<file path="config.mk">
export PLATFORM = sky130hd
export DESIGN_NAME = ps2_move_decoder
export DESIGN_NICKNAME = d
export VERILOG_FILES = /design/src/rtl/ps2_move_decoder.sv
export SDC_FILE = /design/constraint.sdc
export NUM_CORES = 1
export LEC_CHECK = 0
export CAP_MARGIN = 25
export CORE_UTILIZATION = 59
export DETAILED_ROUTE_END_ITERATION = 6
export GPL_ROUTABILITY_DRIVEN = 0
export PLACE_DENSITY = 0.79
export SLEW_MARGIN = 30
export SYNTH_ARGS = -nofsm -noshare
export SYNTH_HDL_FRONTEND = slang
export SYNTH_SLANG_ARGS = --single-unit
</file>
<file path="constraint.sdc">
create_clock -name CLOCK_50 -period 2.4 [get_ports CLOCK_50]
set_clock_uncertainty 0.15 [all_clocks]
set_input_delay 0.48 -clock CLOCK_50 [delete_from_list [all_inputs] [get_ports CLOCK_50]]
set_output_delay 0.48 -clock CLOCK_50 [all_outputs]
set_load 0.02 [all_outputs]
</file>
<file path="src/rtl/ps2_move_decoder.sv">
// ps2_move_decoder: PS/2 scan-code set 2 receiver and decoder. Arrow keys become
// one-hot move requests held in a one-entry buffer with a valid/ready handshake;
// S and R make codes become one-cycle start/reset pulses.
// Optional feature macro: PS2_TYPEMATIC_EN. When defined, every arrow make code
// (including keyboard auto-repeat) produces a move. When undefined, a held-key
// bit per arrow suppresses repeats until the matching E0 F0 break arrives.
module ps2_move_decoder #(
    parameter int TIMEOUT_CYCLES = 50000
) (
    input  logic       CLOCK_50,
    input  logic       reset_n,
    input  logic       PS2_CLK,
    input  logic       PS2_DAT,
    input  logic       move_ready,
    output logic       move_valid,
    output logic [3:0] direction,
    output logic       start_pulse,
    output logic       reset_pulse,
    output logic       frame_error,
    output logic       move_dropped
);

    localparam int TO_W = (TIMEOUT_CYCLES > 2) ? $clog2(TIMEOUT_CYCLES) : 1;
    localparam logic [TO_W-1:0] TO_LAST = TO_W'(TIMEOUT_CYCLES - 1);

    localparam logic [7:0] SC_EXT   = 8'hE0;
    localparam logic [7:0] SC_BRK   = 8'hF0;
    localparam logic [7:0] SC_S     = 8'h1B;
    localparam logic [7:0] SC_R     = 8'h2D;
    localparam logic [7:0] SC_UP    = 8'h75;
    localparam logic [7:0] SC_DOWN  = 8'h72;
    localparam logic [7:0] SC_LEFT  = 8'h6B;
    localparam logic [7:0] SC_RIGHT = 8'h74;

    typedef enum logic [1:0] {RX_IDLE, RX_DATA, RX_PARITY, RX_STOP} rx_state_t;
    typedef enum logic [1:0] {D_IDLE, D_EXT, D_BRK, D_EXTBRK} dec_state_t;

    // Synchroniser and edge detector
    logic r_clk_s1, r_clk_s2, r_clk_hist;
    logic r_dat_s1, r_dat_s2;
    logic w_fall;

    // Receiver
    rx_state_t       r_rx_state, w_rx_next;
    logic [7:0]      r_shift;
    logic [2:0]      r_bit_cnt;
    logic            r_parity_ok;
    logic [TO_W-1:0] r_to_cnt;
    logic            w_timeout;
    logic            w_byte_good;
    logic            w_frame_bad;
    logic            r_byte_ready;
    logic            r_frame_error;

    // Decoder
    dec_state_t r_dec_state, w_dec_next;
    logic [3:0] w_key_dir;
    logic       w_arrow_make;
    logic       w_arrow_break;
    logic       w_start;
    logic       w_reset;
    logic       w_new_move;
    logic       w_accept;

    // Output registers
    logic       r_move_valid;
    logic [3:0] r_direction;
    logic       r_start_pulse;
    logic       r_reset_pulse;
    logic       r_move_dropped;

    // Bring the keyboard lines into the system clock domain; idle lines are high.
    // NOTE: state registers use non-blocking assignments so every flop samples the
    // pre-edge value of its neighbours; blocking here would collapse the two-flop chain.
    always_ff @(posedge CLOCK_50 or negedge reset_n) begin
        if (!reset_n) begin
            r_clk_s1   <= 1'b1;
            r_clk_s2   <= 1'b1;
            r_clk_hist <= 1'b1;
            r_dat_s1   <= 1'b1;
            r_dat_s2   <= 1'b1;
        end else begin
            r_clk_s1   <= PS2_CLK;
            r_clk_s2   <= r_clk_s1;
            r_clk_hist <= r_clk_s2;
            r_dat_s1   <= PS2_DAT;
            r_dat_s2   <= r_dat_s1;
        end
    end

    assign w_fall    = r_clk_hist & ~r_clk_s2;
    assign w_timeout = (r_rx_state != RX_IDLE) && !w_fall && (r_to_cnt == TO_LAST);

    // Receiver state register.
    always_ff @(posedge CLOCK_50 or negedge reset_n) begin
        if (!reset_n) r_rx_state <= RX_IDLE;
        else          r_rx_state <= w_rx_next;
    end

    // Receiver next state; stop-bit edge qualifies the byte or flags a bad frame.
    // NOTE: every signal gets a default before the case so no path leaves it
    // unassigned, which would otherwise infer a latch.
    always_comb begin
        w_rx_next   = r_rx_state;
        w_byte_good = 1'b0;
        w_frame_bad = 1'b0;
        if (w_timeout) begin
            w_rx_next   = RX_IDLE;
            w_frame_bad = 1'b1;
        end else if (w_fall) begin
            case (r_rx_state)
                RX_IDLE:   if (!r_dat_s2) w_rx_next = RX_DATA;
                RX_DATA:   if (r_bit_cnt == 3'd7) w_rx_next = RX_PARITY;
                RX_PARITY: w_rx_next = RX_STOP;
                RX_STOP: begin
                    w_rx_next = RX_IDLE;
                    if (r_dat_s2 && r_parity_ok) w_byte_good = 1'b1;
                    else                         w_frame_bad = 1'b1;
                end
                default:   w_rx_next = RX_IDLE;
            endcase
        end
    end

    // Receiver datapath: shift LSB first, check odd parity, run the frame timeout.
    always_ff @(posedge CLOCK_50 or negedge reset_n) begin
        if (!reset_n) begin
            r_shift       <= 8'd0;
            r_bit_cnt     <= 3'd0;
            r_parity_ok   <= 1'b0;
            r_to_cnt      <= '0;
            r_byte_ready  <= 1'b0;
            r_frame_error <= 1'b0;
        end else begin
            if (w_fall) begin
                case (r_rx_state)
                    RX_IDLE:   r_bit_cnt <= 3'd0;
                    RX_DATA: begin
                        r_shift   <= {r_dat_s2, r_shift[7:1]};
                        r_bit_cnt <= r_bit_cnt + 3'd1;
                    end
                    RX_PARITY: r_parity_ok <= ^{r_shift, r_dat_s2};
                    default:   ;
                endcase
            end
            if (r_rx_state == RX_IDLE || w_fall) r_to_cnt <= '0;
            else                                 r_to_cnt <= r_to_cnt + 1'b1;
            r_byte_ready  <= w_byte_good;
            r_frame_error <= w_frame_bad;
        end
    end

    // Map an extended scan code to its one-hot direction (0 for non-arrows).
    always_comb begin
        w_key_dir = 4'b0000;
        case (r_shift)
            SC_UP:    w_key_dir = 4'b1000;
            SC_DOWN:  w_key_dir = 4'b0100;
            SC_LEFT:  w_key_dir = 4'b0010;
            SC_RIGHT: w_key_dir = 4'b0001;
            default:  w_key_dir = 4'b0000;
        endcase
    end

    // Decoder state register.
    always_ff @(posedge CLOCK_50 or negedge reset_n) begin
        if (!reset_n) r_dec_state <= D_IDLE;
        else          r_dec_state <= w_dec_next;
    end

    // Decoder next state and per-byte actions; a frame error abandons any prefix.
    always_comb begin
        w_dec_next    = r_dec_state;
        w_arrow_make  = 1'b0;
        w_arrow_break = 1'b0;
        w_start       = 1'b0;
        w_reset       = 1'b0;
        if (r_frame_error) begin
            w_dec_next = D_IDLE;
        end else if (r_byte_ready) begin
            case (r_dec_state)
                D_IDLE: begin
                    if (r_shift == SC_EXT)      w_dec_next = D_EXT;
                    else if (r_shift == SC_BRK) w_dec_next = D_BRK;
                    else begin
                        w_start = (r_shift == SC_S);
                        w_reset = (r_shift == SC_R);
                    end
                end
                D_EXT: begin
                    if (r_shift == SC_BRK) w_dec_next = D_EXTBRK;
                    else begin
                        w_dec_next   = D_IDLE;
                        w_arrow_make = |w_key_dir;
                    end
                end
                D_EXTBRK: begin
                    w_dec_next    = D_IDLE;
                    w_arrow_break = |w_key_dir;
                end
                default:  w_dec_next = D_IDLE;
            endcase
        end
    end

`ifdef PS2_TYPEMATIC_EN
    assign w_new_move = w_arrow_make;
`else
    logic [3:0] r_held;

    // Held-key bits: set on make, cleared on the matching extended break.
    always_ff @(posedge CLOCK_50 or negedge reset_n) begin
        if (!reset_n)           r_held <= 4'b0000;
        else if (w_arrow_make)  r_held <= r_held | w_key_dir;
        else if (w_arrow_break) r_held <= r_held & ~w_key_dir;
    end

    assign w_new_move = w_arrow_make && ((r_held & w_key_dir) == 4'b0000);
`endif

    assign w_accept = r_move_valid && move_ready;

    // One-entry move buffer plus key pulses; a new move may replace one leaving this cycle.
    always_ff @(posedge CLOCK_50 or negedge reset_n) begin
        if (!reset_n) begin
            r_move_valid   <= 1'b0;
            r_direction    <= 4'b0000;
            r_start_pulse  <= 1'b0;
            r_reset_pulse  <= 1'b0;
            r_move_dropped <= 1'b0;
        end else begin
            r_start_pulse <= w_start;
            r_reset_pulse <= w_reset;
            if (w_new_move) begin
                if (!r_move_valid || w_accept) begin
                    r_move_valid <= 1'b1;
                    r_direction  <= w_key_dir;
                end else begin
                    r_move_dropped <= 1'b1;
                end
            end else if (w_accept) begin
                r_move_valid <= 1'b0;
                r_direction  <= 4'b0000;
            end
        end
    end

    assign move_valid   = r_move_valid;
    assign direction    = r_direction;
    assign start_pulse  = r_start_pulse;
    assign reset_pulse  = r_reset_pulse;
    assign frame_error  = r_frame_error;
    assign move_dropped = r_move_dropped;

endmodule

</file>
==> results of run 1 <==
power groups by stage:
stage | Combinational, mW | Clock [mW] | Sequential [mW]
5_1_grt | 0.643 | 0.582 | 1.13
3_5_place_dp | 0.580 | 0 | 1.13
4_1_cts | 0.586 | 0.558 | 1.11
2_1_floorplan | 0.495 | 0 | 1.07
3_3_place_gp | 0.568 | 0 | 1.12
6_report | 0.581 | 0.542 | 1.12
sequential cells by signal, summed over array words and instances, names as in the netlist, 2 cells and up, named ones only:
signal	flops
direction	4
r_dec_state	2
r_to_cnt	16
r_shift	8
r_rx_state	2
r_bit_cnt	3
final cells by class:
type,count,area (sq um)
Tap cell,50,62.6
Clock inverter,1,7.51
Multi-Input combinational cell,163,1120
Sequential cell,51,1280
Clock buffer,7,96.3
Inverter,8,30.0
Fill cell,320,1240
Timing Repair Buffer,15,153
through the flow:
step           utilization, %  power [mW]  cells
6_report                 68.9        2.24    295
5_1_grt                  68.9        2.36    295
4_1_cts                  68.9        2.26    295
3_5_place_dp             66.3        1.71    287
3_3_place_gp             66.3        1.69    287
2_1_floorplan               -        1.57    227
critical path, delay by kind of cell, from the launching register on:
family | cells | cell delay [ns]
AO/OA/AOI/OAI | 2 | 0.35
flip-flops | 1 | 0.50
AND/OR/NAND/NOR | 3 | 1.04
routing by layer:
metal	track usage, %	wire length, um
met5	0	0
met4	8.24	63
met3	5.14	93
met2	38.5	2120
met1	25.9	1930
synth_stat cells (2+ instances only):
library cell | number | area share, %
nor3_1 | 4 | 0.81
a22o_1 | 4 | 1.4
nand4_1 | 6 | 1.5
nor2_1 | 23 | 3.5
inv_1 | 8 | 1.2
a21oi_1 | 4 | 0.81
and2_1 | 2 | 0.51
nor4_1 | 3 | 0.76
nand2_1 | 22 | 3.4
dfstp_2 | 5 | 5.3
dfrtp_1 | 46 | 47
xnor2_1 | 12 | 4.3
nor2b_1 | 4 | 1.0
o21ai_0 | 11 | 2.2
xor2_1 | 9 | 3.2
nand2b_1 | 2 | 0.51
ha_1 | 7 | 3.6
mux2_2 | 7 | 3.2
nand3_1 | 10 | 2.0
clkbuf_1 | 3 | 0.46
a32o_1 | 3 | 1.2
kinds of logic (layout without fill, tap and decap cells):
| group | count (synthesis) | count (layout) | synth area share (%) |
|---|---|---|---|
| compound gates | 33 | 33 | 10.5 |
| simple gates | 94 | 94 | 20.6 |
| flops | 51 | 51 | 52.1 |
| xor+xnor | 21 | 21 | 7.48 |
| buf+inv | 13 | 31 | 2.19 |
| fa+ha+maj | 7 | 7 | 3.56 |
| mux | 8 | 8 | 3.61 |
worst max path at each step:
stage          slack, ns  cells past startpoint             to        from
6_report            0.25                      5   direction[0]  r_shift[0]
3_3_place_gp        0.34                      5   direction[0]  r_shift[7]
3_5_place_dp        0.27                      5   direction[1]  r_shift[0]
4_1_cts             0.26                      5   direction[1]  r_shift[0]
5_1_grt             0.14                      5   direction[2]  r_shift[0]
2_1_floorplan       0.37                      7  r_rx_state[0]    r_clk_s2
==> impl_results.md, run 1 <==
* Status: complete, no violations
* Initial antenna violation count at 0
* Crit-path max cell delay at 0.56 ns
* Synth-to-Final Area Change at 12.0%
* Sw Ratio at between 30% and 40%
* Sequential share of the synthesized area at 52.1%
* P_sw at slightly above 0.7 mW
* Mapped Cells at approximately 230
* Core ar. at 4000 sq um
* Slew margin rel. at 57.3%
* # rows at 23
* CP Max Fanout at 9
* Global-route wire length before repair at around 7.2 mm
* WL per Instance at 14.2 um
* Largest net degree at the start of global routing at 30
* CP cell instances: or4b_1 -> nor3_1 -> a21oi_1 -> and4_2 -> a22o_1
* Most common cell after layout, fill and taps aside: dfrtp_1
* Placement Cell Area at between 2000 and 3000 sq um
* RSZ-0062 raised after global routing: false
* Skew-Pair Late Insertion Delay at approximately 0.31 ns
* Hold-fix buffers, CTS at 0
* Final count of hold timing violations at 0
* Post-CTS Resized at 0
* Die W at 66.6 um
* # Max-Cap Violations at 0
* H-tree level count at 2
* Share of cells above drive strength 1 at 14.3%
* Grt total ovfl at 0
* Final setup fails at 0
* Leak Pwr at 1.18 nW
* Critical Path Start Type: register
* Port Buf Inserts at 13
* R2R setup slack at 0.25 ns
* Yosys cell types at 53
* First-pass DRT Iterations at 4
* Fmax achieved at about 470 MHz
* #FFs+latches synth at about 50
* Initial Util at 61.5%
* Mean area per synthesized cell at 10.8 sq um
* Commonest non-fill, non-tap cells in the layout: dfrtp_1 (46), nor2_1 (23), nand2_1 (22)
* Cts bufs inserted at 5
* Tightest Hold Check Type: in2async
* Drt total wl at ~4.2 mm
* CP Data Arrival Time at 2.20 ns
* CTS tree: yes
* DIE AREA at about 4400 sq um
* Cell area after synthesis at about 2500 sq um
* Setup TNS at 0 ns
* Nets at between 200 and 300
* Power Density at 813 nW/um^2
* Post-synth top flop: dfrtp_1
* Combinational power share at between 20% and 30%
* Worst r2r src: r_shift[0]
* Syn_nets at 239
* Cell internal pwr at 1.52 mW
* Power share of the sequential group at 49.9%
* DRT iter0 DRCs at 86
* Worst path required time at 2.45 ns
* Crit path time final at 2.15 ns
* Hold Slack at 0.0309 ns
* Crit path kind: reg2reg
* IO Count at 14
* Final Cell Area at approximately 2800 sq um
* Antenna-violating nets left at 0
* Post-DP HPWL at around 3.0 mm
* CTS sink cnt at 51
* Post-synth EDFFs at 0
* Worst r2r dst: direction[0]
* Dpl ws at 0.273 ns
* FFs w/ async S/R, synth at 100%
* DR vias at 1,683
* Final worst slack at 0.254 ns
* Max-slew violations at 0
* Gr usage total at 22.0%
* Largest buffer count on any clock path at 2
* Ys Warns at 0
* Number of diodes at 0
* Clock root buffer: clkbuf_8
* DRC at 0
* Die Span Y at 66.6 um
* Cells on worst reg2reg path at 5
* CP max-delay cell: or4b_1
* Clk pwr share at 24.2%
* Crit path capture type: register
* Via/cell ratio at 5.71
* Final Cycle Share at 89.4%
* Vias in the first global route at 1,610
* Worst-Margin Slew at 0.640 ns
* Clock transition at path regs at 0.10 ns
* Post-CTS Setup Bufs at 0
* Max VDD drop at 680 uV
No activity file was read; power rests on OpenSTA's default activity.
==> run 2, diff against run 1 <==
--- a/config.mk
+++ b/config.mk
@@ -8,7 +8,6 @@
 export CAP_MARGIN = 25
 export CORE_UTILIZATION = 59
 export DETAILED_ROUTE_END_ITERATION = 6
-export GPL_ROUTABILITY_DRIVEN = 0
 export PLACE_DENSITY = 0.79
 export SLEW_MARGIN = 30
 export SYNTH_ARGS = -nofsm -noshare
==> constraint.sdc (replaced) <==
create_clock -name CLOCK_50 -period 2.4 [get_ports CLOCK_50]
set_clock_uncertainty 0.15 [all_clocks]
set_input_delay 0.36 -clock CLOCK_50 [delete_from_list [all_inputs] [get_ports CLOCK_50]]
set_output_delay 0.36 -clock CLOCK_50 [all_outputs]
set_load 0.02 [all_outputs]
==> run 2 against run 1 <==
  * Critical path depth is the same
  * Global-route usage grew 1.1 points
  * Utilization grew 0.094 points
  * Clock power grew 4.4%
  * Die area is the same
  * Total power grew 1.6%
  * Design area grew 0.14%
  * Via count shrank 0.53%
  * Largest cell class unchanged
  * Highest routed layer unchanged
==> impl_results.md, run 2 (synthesis results as in run 1) <==
* Status: complete, no violations
* Drt total wl at 4.39 mm
* Clock root buffer: clkbuf_8
* Vias in the first global route at 1,693
* WL per Instance at approximately 15 um
* DR vias at 1,674
* DRT iter0 DRCs at 84
* Final worst slack at 0.222 ns
* Number of diodes at 0
* Final Cell Area at 2760 sq um
* Nets at 258
* Placed Cells at 288
* Core ar. at 4000 sq um
* Final total power at between 2 and 2.5 mW
* CP startpoint: r_shift[0]
* Initial antenna violation count at 0
* Commonest non-fill, non-tap cells in the layout: dfrtp_1 (46), nor2_1 (23), nand2_1 (22)
* Die W at ~67 um
* Crit path capture type: register
* Hold Crit Start: r_dat_s1
* Setup TNS at 0 ns
* Most common cell after layout, fill and taps aside: dfrtp_1
* Met1 wire length at roughly 2.0 mm
* Worst-Margin Slew at 0.584 ns
* Fmax achieved at 459 MHz
* Worst r2r src: r_shift[0]
* Antenna-violating nets left at 0
* Tightest Hold Check Type: reg2reg
* Leak Pwr at 1.19 nW
* Share of cells above drive strength 1 at 13.8%
* Final count of hold timing violations at 0
* Max-slew violations at 0
* Synth-to-Final Area Change at 12.2%
* Max reg flops at 16
* Global-route wire length before repair at 7.53 mm
* Max VDD drop at 633 uV
* Top reg by flops: r_to_cnt
* Largest buffer count on any clock path at 2
* FILL cells at 327
* Clock transition at path regs at 0.09 ns
* Largest net degree at the start of global routing at 20
* Skew-Pair Late Insertion Delay at 0.30 ns
* Worst path required time at 2.44 ns
* Critical Path Start Type: register
* CTS tree: yes
* Die Span Y at about 67 um
* Power Density at 825 nW/um^2
* Hold Slack at 0.209 ns
* Dpl ws at 0.279 ns
* Crit path kind: reg2reg
* Placement Cell Area at 2650 sq um
* Post-route core utilization at 69.0%
* DRC at 0
* Highest metal used: met4
* First-pass DRT Iterations at 4
* H-tree level count at 2
* # Max-Cap Violations at 0
* # rows at 23
* Final Cycle Share at 90.8%
* Met2 Routed Length at between 2 and 2.5 mm
* Layout Cells excl Fill at 296
* Port Buf Inserts at 13
* Gr usage total at 23.1%
* Wire length on met3 at 81 um
* IO Count at 14
* CP Max Fanout at 9
* Cts bufs inserted at 5
* Final setup fails at 0
* Post-DP HPWL at 3.16 mm
* Slew margin rel. at a little over 60%
* Crit path time final at 2.18 ns
* Initial Util at 61.5%
* CTS sink cnt at a little over 50
* CP Data Arrival Time at 2.22 ns
* RSZ-0062 raised after global routing: false
* DIE AREA at 4430 sq um
* Via/cell ratio at 5.66
* Grt total ovfl at 0
* RePlAce Congestion at 0.799
[run 2: cell count changes in the layout (fill, tap and decap cells not counted), sizes merged]
cell and delta:
buf +1, dlygate4sd3 +1, bufinv +1, clkinvlp -1
clkbuf -1
[run 2: timing repair]
item,in CTS,in global routing
hold endpoints to repair,17,0
setup endpoints to repair,0,0
buffers inserted,0,0
gates resized for setup,0,0
hold buffers,1,0
[run 2: area by class of cell]
class / count / area, sq um / share of cell area [%]
tap: 50 / 62.6 / 2.27
clock inverter: 1 / 30.0 / 1.09
inverter: 8 / 30.0 / 1.09
multi-input combinational: 163 / 1120 / 40.7
clock buffer: 6 / 72.6 / 2.63
timing repair buffer: 17 / 158 / 5.71
sequential: 51 / 1280 / 46.5
[run 2: final timing paths]
kind                                   to  slack (ns)  cells after the start
setup reg to reg             direction[0]        0.22                      5
setup / recovery             direction[0]        0.22                      5
hold / removal                   r_dat_s2        0.21                      0
hold reg to reg                  r_dat_s2        0.21                      0
max in group asynchronous      r_clk_hist        1.09                      3
min in group asynchronous  r_dec_state[1]        0.37                      2
[run 2: critical path, cell delays in order (launching register included)]
cell	delay [ns]
dfrtp_1	0.49
or4b_1	0.56
nor3_1	0.25
a21oi_1	0.18
and4_2	0.24
a22o_1	0.19
[run 2: where the power goes]
part | switching [mW] | total [mW] | leakage, nW | internal (mW)
logic | 0.302 | 0.593 | 0.453 | 0.292
registers | 0.148 | 1.12 | 0.681 | 0.969
clock network | 0.261 | 0.566 | 0.0513 | 0.306
[run 2: per-layer routing]
layer / vias to the layer above / GRT usage (%)
met1: 809 / 27.9
met2: 19 / 40.4
met3: 8 / 3.60
met4: 0 / 10.1
li1: 838 / -
met5: - / 0
